File: src/rtl/expr_result_bcd_pkg.sv
// Shared definitions for the quotient/remainder to sign-magnitude BCD converter.
// Holds the FSM encoding and the elaboration-time digit-count helper.
package expr_result_bcd_pkg;

  typedef enum logic [1:0] {
    IDLE = 2'd0,
    CONV = 2'd1,
    DONE = 2'd2
  } state_t;

  // Smallest number of decimal digits d with 10^d > 2^(w-1).
  function automatic int min_digits(input int w);
    longint unsigned lim;
    longint unsigned p;
    int d;
    lim = 64'd1 << (w - 1);
    p = 64'd1;
    d = 0;
    while (p <= lim) begin
      p = p * 64'd10;
      d = d + 1;
    end
    return d;
  endfunction

endpackage

File: src/rtl/expr_result_bcd_add3_digit.sv
// Double-dabble digit correction: d+3 when d>=5, else d. Purely combinational,
// zero latency, no flow control.
module bcd_add3_digit (
  input  logic [3:0] d,
  output logic [3:0] q
);

  assign q = (d >= 4'd5) ? d + 4'd3 : d;

endmodule

File: src/rtl/expr_result_bcd.sv
// Captures signed q + rmd/2 and converts it to sign-magnitude BCD with a half flag.
// Result W+1 cycles after the in_valid cycle; samples arriving while busy are dropped and flagged in overrun.
module expr_result_bcd
  import expr_result_bcd_pkg::*;
#(
  parameter int W      = 16,
  parameter int DIGITS = 5
) (
  input  logic                  clk,
  input  logic                  reset,
  input  logic                  in_valid,
  input  logic [W-1:0]          in_q,
  input  logic                  in_rmd,
  output logic                  busy,
  output logic                  out_valid,
  output logic                  neg,
  output logic [4*DIGITS-1:0]   bcd,
  output logic                  half,
  output logic                  overrun
);

  localparam int CW = (W > 1) ? $clog2(W) : 1;
  localparam int BW = 4 * DIGITS;

  if (DIGITS < min_digits(W)) begin : g_digits_check
    $error("expr_result_bcd: DIGITS too small to hold 2^(W-1)");
  end

  state_t          state;
  state_t          state_next;
  logic [W-1:0]    mag_work;
  logic [BW-1:0]   bcd_work;
  logic            neg_work;
  logic            half_work;
  logic [CW-1:0]   cnt;

  logic            accept;
  logic [W-1:0]    q_abs;
  logic [W-1:0]    cap_mag;
  logic            cap_neg;
  logic            cap_half;
  logic [BW-1:0]   bcd_adj;
  logic [BW-1:0]   bcd_next;
  logic [W-1:0]    mag_next;

  assign busy      = (state == CONV);
  assign out_valid = (state == DONE);
  assign accept    = in_valid && ((state == IDLE) || (state == DONE));

  // Sign-magnitude fold: a negative value with a half bit is -(|q|-1) - 0.5.
  assign q_abs = ~in_q + W'(1);

  always_comb begin
    cap_half = in_rmd;
    cap_mag  = in_q;
    if (in_q[W-1]) begin
      cap_mag = in_rmd ? q_abs - W'(1) : q_abs;
    end
    cap_neg = in_q[W-1] && ((cap_mag != '0) || cap_half);
  end

  for (genvar i = 0; i < DIGITS; i++) begin : g_digit
    bcd_add3_digit u_add3 (
      .d (bcd_work[4*i +: 4]),
      .q (bcd_adj[4*i +: 4])
    );
  end

  assign {bcd_next, mag_next} = {bcd_adj, mag_work} << 1;

  always_ff @(posedge clk or posedge reset) begin
    if (reset) begin
      state <= IDLE;
    end else begin
      state <= state_next;
    end
  end

  always_comb begin
    state_next = state;
    case (state)
      IDLE:    if (in_valid) state_next = CONV;
      CONV:    if (cnt == '0) state_next = DONE;
      DONE:    state_next = in_valid ? CONV : IDLE;
      default: state_next = IDLE;
    endcase
  end

  always_ff @(posedge clk or posedge reset) begin
    if (reset) begin
      mag_work  <= '0;
      bcd_work  <= '0;
      neg_work  <= 1'b0;
      half_work <= 1'b0;
      cnt       <= '0;
      neg       <= 1'b0;
      bcd       <= '0;
      half      <= 1'b0;
      overrun   <= 1'b0;
    end else begin
      if (accept) begin
        mag_work  <= cap_mag;
        bcd_work  <= '0;
        neg_work  <= cap_neg;
        half_work <= cap_half;
        cnt       <= CW'(W - 1);
      end else if (state == CONV) begin
        mag_work <= mag_next;
        bcd_work <= bcd_next;
        cnt      <= cnt - CW'(1);
        // Final iteration: publish straight from the shift result.
        if (cnt == '0) begin
          bcd  <= bcd_next;
          neg  <= neg_work;
          half <= half_work;
        end
      end
      if ((state == CONV) && in_valid) begin
        overrun <= 1'b1;
      end
    end
  end

endmodule
File: config.mk
export PLATFORM = sky130hd
export DESIGN_NAME = expr_result_bcd
export DESIGN_NICKNAME = d
export VERILOG_FILES = /design/src/rtl/expr_result_bcd_pkg.sv /design/src/rtl/expr_result_bcd_add3_digit.sv /design/src/rtl/expr_result_bcd.sv
export SDC_FILE = /design/constraint.sdc
export NUM_CORES = 1
export LEC_CHECK = 0
export BUFFER_PORTS_ARGS = -buffer_cell sky130_fd_sc_hd__buf_2
export CORE_MARGIN = 2
export CORE_UTILIZATION = 57
export DETAILED_ROUTE_END_ITERATION = 10
export PLACE_DENSITY = 0.82
export SYNTH_ARGS = -nofsm -noshare
export SYNTH_HDL_FRONTEND = slang
export SYNTH_SLANG_ARGS = --single-unit
File: constraint.sdc
create_clock -name clk -period 6.3 [get_ports clk]
set_clock_uncertainty 0.15 [all_clocks]
set_input_delay 1.26 -clock clk [delete_from_list [all_inputs] [get_ports clk]]
set_output_delay 1.26 -clock clk [all_outputs]
set_load 0.1 [all_outputs]
## Yosys cells after proc, flatten, opt, wreduce, memory -nomap -nowiden

Cells that the tools add are included.
Widths: inputs -> output; s select.

- Add/subtract/negate cells: 8
- Magnitude comparators: 5
- Equal/unequal tests: 4
- Muxes and demuxes: 17
- Bitwise gates (word level): 2
- Reductions and logical operators: 11

Operators with widths:

| kind | number |
|---|---|
| $mux 16 | 4 |
| $mux 20 | 2 |
| $mux 4 | 6 |
| $ge 4x3->1 const B | 5 |
| $add 16x1->16 const B | 1 |
| $add 4x2->4 const B | 4 |
| $not 16->16 | 1 |
| $reduce_bool 16->1 | 1 |
| $sub 16x1->16 const B | 1 |
| $pmux 2 s3 | 1 |
| $logic_not 4->1 | 1 |
| $mux 2 | 2 |
| $sub 4x1->4 const B | 1 |
| $add 3x2->3 const B | 1 |
| $logic_and 1x1->1 | 3 |
| $mux 3 | 1 |
| $reduce_and 3->1 | 1 |
| $eq 2x1->1 const B | 1 |
| $eq 2x2->1 const B | 1 |
| $logic_not 2->1 | 1 |
| $logic_or 1x1->1 | 2 |
| $ne 2x1->1 const B | 1 |
| $ne 2x2->1 const B | 1 |
| $reduce_and 2->1 | 1 |
| other kinds (3) | 3 |

- Bits in registers: 67
- Word-level logic and storage cells: 57

## Depth between registers and ports, before layout

- Depth after elaboration: 8
- Mapped depth: 12
- Mapped depth without buffers: 11

## By module

From an unflattened synthesis, not the netlist that was laid out.

- Cells, all modules: 477
- Area total of the unflattened synthesis: 4082.7 um^2

By module, submodules not included:

| module | instances | cells an instance | area each (um^2) | seq. area each (um^2) |
|---|---|---|---|---|
| expr_result_bcd | 1 | 397 | 3575.9 | 1676.6 |
| bcd_add3_digit | 5 | 16 | 101.3 | 0.0 |

## Least setup slack after synthesis

No wires, ideal clock.

- Path kind: input-to-reg
- From: input port in_q[0]
- To: register neg_work
- Library setup time: 82 ps
- Arrival: 3754 ps
- Slack: 2314 ps
- Stages on the path: 12
- Path buffers: 1
- Cells stage by stage: inv_1 ha_1 or3b_1 clkbuf_1 or2_1 xnor2_2 o211ai_4 o21a_1 or3_1 and3_1 and4_1 a31oi_1

- Longest elaborated chain between the ends: 8

RTL lines:

| element | RTL line | source |
|---|---|---|
| from (decl) | expr_result_bcd.sv:12 | `input logic [W-1:0] in_q,` |
| $not 16->16 | expr_result_bcd.sv:51 | `assign q_abs = ~in_q + W'(1);` |
| $add 16x1->16 | expr_result_bcd.sv:51 |  |
| $sub 16x1->16 | expr_result_bcd.sv:57 | `cap_mag = in_rmd ? q_abs - W'(1) : q_abs;` |
| $mux 16 | expr_result_bcd.sv:57 |  |
| $mux 16 (*) | expr_result_bcd.sv:56 | `if (in_q[W-1]) begin` |
| $reduce_bool 16->1 (*) | expr_result_bcd.sv:59 | `cap_neg = in_q[W-1] && ((cap_mag != '0) \|\| cap_half);` |
| $logic_or 1x1->1 (*) | expr_result_bcd.sv:59 |  |
| $logic_and 1x1->1 (*) | expr_result_bcd.sv:59 |  |
| to (signal assigned) | expr_result_bcd.sv:104 | `neg_work <= cap_neg;` |
| to (decl) | expr_result_bcd.sv:33 | `logic neg_work;` |

Mark *: on every way between the ends. The rest lies on a longest branch, timed or not.
A chain may end at the register's enable or synchronous reset.

## Worst setup path after layout

Same ends and word-level chain as after synthesis.

==> insert_results.sql <==
INSERT INTO impl_metrics (metric_group, metric, value, unit) VALUES
('outcome', 'status', 'completed', ''),
('die', 'starting_density_of_the_core', '59.1', '%'),
('global_routing', 'grt_pass1_vias', '3020', ''),
('die', 'io_pins', '45', ''),
('die', 'fp.dieArea', '0.00778', 'mm2'),
('logic_synthesis', 'post_synth_main_area_contributors', 'sky130_fd_sc_hd__dfrtp_1, sky130_fd_sc_hd__o21ai_0, sky130_fd_sc_hd__nand2_1', ''),
('logic_synthesis', 'synth-compound-area-share', '19.9', '%'),
('sta', 'timing.final.hold_violations', '0', ''),
('global_routing', 'gr-max-usage-layer', 'met2', ''),
('routing', 'route.detailed.vias_per_inst', '5.77', ''),
('logic_synthesis', 'synth_warnings', '0', ''),
('clock_network', 'cts.htree.levels', '3', ''),
('critical_path', 'worstSetupPathDepth', '12', ''),
('routing', 'antenna_violating_nets_post_route', '0', ''),
('power_and_ir_drop', 'p_leak', '2.02', 'nW'),
('routing', 'route.detailed.drc', '0', ''),
('cells_and_area', 'flow.area_growth_from_synthesis', '11.4', '%'),
('clock_network', 'post_cts_repair_timing_setup_buffer_count', '0', ''),
('clock_network', 'clk_root_buffer_cell', 'sky130_fd_sc_hd__clkbuf_8', ''),
('critical_path', 'r2r-end', 'bcd[14]$_DFFE_PP0P_', ''),
('routing', 'dr_total_vias', '3364', ''),
('power_and_ir_drop', 'power.total', '0.00240', 'W'),
('critical_path', 'r2r-start', 'state[0]$_DFFE_PP0P_', ''),
('global_routing', 'gr-total-overflow', '0', ''),
('logic_synthesis', 'ys_seq_area_share', '41.5', '%'),
('critical_path', 'critical_path_peak_fanout', '8', ''),
('logic_synthesis', 'post_synth_mux_area_share', '3.34', '%'),
('clock_network', 'cts.reportedPaths.clkPinSlew', '70', 'ps'),
('logic_synthesis', 'synthArstFlopShare', '100', '%'),
('clock_network', 'cts-buffers-inserted', '9', ''),
('clock_network', 'cts.repair.resized', '0', ''),
('die', 'dieHeight', '88.2', 'um'),
('routing', 'drt-pass1-iter-count', '4', ''),
('power_and_ir_drop', 'pwr_density_cell', '533', 'mW/mm2'),
('logic_synthesis', 'mappedNetlistNets', '480', ''),
('sta', 'setup-violations-final', '0', ''),
('critical_path', 'req_time_crit_path', '6360', 'ps'),
('global_routing', 'met3_routing_resource_usage_after_global_routing', '5.94', '%'),
('routing', 'post_drt_wl_per_cell', '14.7', 'um'),
('hold_path', 'hold_class', 'flop to flop', ''),
('sta', 'fin_tns_setup', '0', 'ps'),
('logic_synthesis', 'yosys.area_share.simple', '21.8', '%'),
('critical_path', 'critical_path_type', 'input pin to flop', ''),
('die', 'die_w', '88.2', 'um'),
('logic_synthesis', 'synth.most_common_cell', 'sky130_fd_sc_hd__dfrtp_1', ''),
('sta', 'timing.slew.headroom', '33.9', '%'),
('logic_synthesis', 'synth-xor-area-share', '4.96', '%'),
('critical_path', 'r2r_setup_slack', '2730', 'ps'),
('global_routing', 'grt_max_degree', '68', ''),
('global_routing', 'global_route.usage.met1', '30.0', '%'),
('clock_network', 'numClockSinks', '67', ''),
('critical_path', 'worst-path-buf-inv', '2', ''),
('critical_path', 'cp_cell_sequence', 'buf_2, inv_1, ha_1, or3b_1, nor3_1, o21bai_1, o2111ai_1, mux2i_1, a2111oi_1, and2_1, and4_1, a31oi_1', ''),
('clock_network', 'cts_hold_buf', '0', ''),
('clock_network', 'maximum_buffer_depth_of_the_clock_tree', '2', ''),
('logic_synthesis', 'synth.avg_cell_area', '9.04', 'um2'),
('sta', 'worst_margin_slew', '989', 'ps'),
('global_routing', 'number_of_antenna_violations_at_the_first_check_in_global_routing', '0', ''),
('power_and_ir_drop', 'ir_worst_vdd', '202', 'uV'),
('place', 'port_buffers', '44', ''),
('logic_synthesis', 'postSynthRegisterBits', '67', ''),
('logic_synthesis', 'netlist.area_leader.share', '41.5', '%'),
('sta', 'setup_repair_after_global_routing_missed_its_margin', 'no', ''),
('sta', 'period_share', '65.5', '%'),
('cells_and_area', 'num-fill-cells', '592', ''),
('place', 'place.detailed.hpwl', '6130', 'um'),
('cells_and_area', 'antenna_cells_inserted', '0', ''),
('global_routing', 'track_usage', '23.3', '%'),
('die', 'core-area', '0.00683', 'mm2'),
('die', 'rows', '30', ''),
('critical_path', 'crit_path_end_kind', 'flop', '');
where the power goes:
part	internal (W)	switching, W	leakage [nW]	total, W
Sequential	0.000627	0.000136	0.828	0.000763
Clock	0.000202	0.000150	0.0995	0.000352
Combinational	0.000343	0.000939	1.10	0.00128
Total	0.00117	0.00122	2.02	0.00240
state kept, by name (all words and copies together) (netlist names):
name       count
bcd           20
neg            1
mag_work      16
neg_work       1
half_work      1
bcd_work      20
overrun        1
cnt            4
state          2
half           1
per-layer routing:
layer	vias to the layer above	share of wire [%]
met5	-	0
met3	10	4.5
met1	1583	46
met4	0	1.3
li1	1680	-
met2	91	48
worst min path at each step:
stage | slack, ps | cells past startpoint | end | from
after CTS | 330 | 2 | neg$_DFFE_PP0P_ | neg$_DFFE_PP0P_
after global routing | 350 | 2 | bcd[1]$_DFFE_PP0P_ | bcd[1]$_DFFE_PP0P_
final | 320 | 2 | bcd[7]$_DFFE_PP0P_ | bcd[7]$_DFFE_PP0P_
after detailed placement | 310 | 2 | neg$_DFFE_PP0P_ | neg$_DFFE_PP0P_
after global placement | 310 | 2 | bcd[11]$_DFFE_PP0P_ | bcd[11]$_DFFE_PP0P_
after floorplan | 290 | 2 | half$_DFFE_PP0P_ | half_work$_DFFE_PP0P_
through the flow:
stage               util (%)  hold slack, ps  setup WS [ps]  cell area (um2)  cells
floorplan                  -             289           2310             4040    447
global placement        63.0             306           1990             4310    568
detailed placement      63.0             314           1840             4310    568
CTS                     65.9             329           2190             4500    583
global route            65.9             351           2010             4500    583
finish                  65.9             323           2170             4500    583
area by class of cell:
| type | count | area (um2) | share of cell area (%) |
|---|---|---|---|
| Multi-Input combinational cell | 336 | 2180 | 48.5 |
| Clock buffer | 13 | 159 | 3.53 |
| Sequential cell | 67 | 1680 | 37.3 |
| Timing Repair Buffer | 47 | 243 | 5.39 |
| Inverter | 22 | 82.6 | 1.83 |
| Clock inverter | 2 | 35.0 | 0.778 |
| Tap cell | 96 | 120 | 2.67 |
worst reg2reg max path: stages, from the launching register on:
cell,delay [ps]
sky130_fd_sc_hd__dfrtp_1,410
sky130_fd_sc_hd__nand2b_1,490
sky130_fd_sc_hd__clkinv_1,640
sky130_fd_sc_hd__buf_4,390
sky130_fd_sc_hd__nand2_1,740
sky130_fd_sc_hd__inv_2,290
sky130_fd_sc_hd__mux2_2,340
cells in the final DEF (no fill, tap or decap), types with 2 or more instances in the layout:
cell type	synthesis	layout
sky130_fd_sc_hd__ha_1	13	13
sky130_fd_sc_hd__o21ai_1	3	3
sky130_fd_sc_hd__nor2_1	15	14
sky130_fd_sc_hd__nand3_1	14	14
sky130_fd_sc_hd__a22oi_1	13	13
sky130_fd_sc_hd__nand2_1	58	58
sky130_fd_sc_hd__nor4_1	6	6
sky130_fd_sc_hd__o311a_1	2	2
sky130_fd_sc_hd__and2_1	3	3
sky130_fd_sc_hd__a31oi_1	3	3
sky130_fd_sc_hd__nor3_1	13	13
sky130_fd_sc_hd__mux2_2	4	4
sky130_fd_sc_hd__o311ai_0	4	4
sky130_fd_sc_hd__a22o_1	8	8
sky130_fd_sc_hd__nor3b_1	11	11
sky130_fd_sc_hd__clkbuf_8	0	11
sky130_fd_sc_hd__and3_1	6	6
sky130_fd_sc_hd__inv_2	1	2
sky130_fd_sc_hd__nor2b_1	5	5
sky130_fd_sc_hd__mux2i_1	9	9
sky130_fd_sc_hd__o21ai_0	53	53
sky130_fd_sc_hd__xnor2_1	10	10
sky130_fd_sc_hd__buf_4	0	3
sky130_fd_sc_hd__buf_2	1	44
sky130_fd_sc_hd__inv_1	20	19
sky130_fd_sc_hd__or3_1	3	3
sky130_fd_sc_hd__clkbuf_1	19	2
sky130_fd_sc_hd__dfrtp_1	67	67
sky130_fd_sc_hd__a21o_1	3	3
sky130_fd_sc_hd__nand4_1	3	3
sky130_fd_sc_hd__a21oi_1	22	22
sky130_fd_sc_hd__or4_1	2	2
sky130_fd_sc_hd__xor2_1	11	11
sky130_fd_sc_hd__nand2b_1	8	8
logic make-up after synthesis:
logic type | count (synthesis)
fa+ha+maj | 13
compound gates | 126
simple gates | 162
flops | 67
mux | 13
xor+xnor | 22
buf+inv | 44
Power figures use the tool's default switching activity.
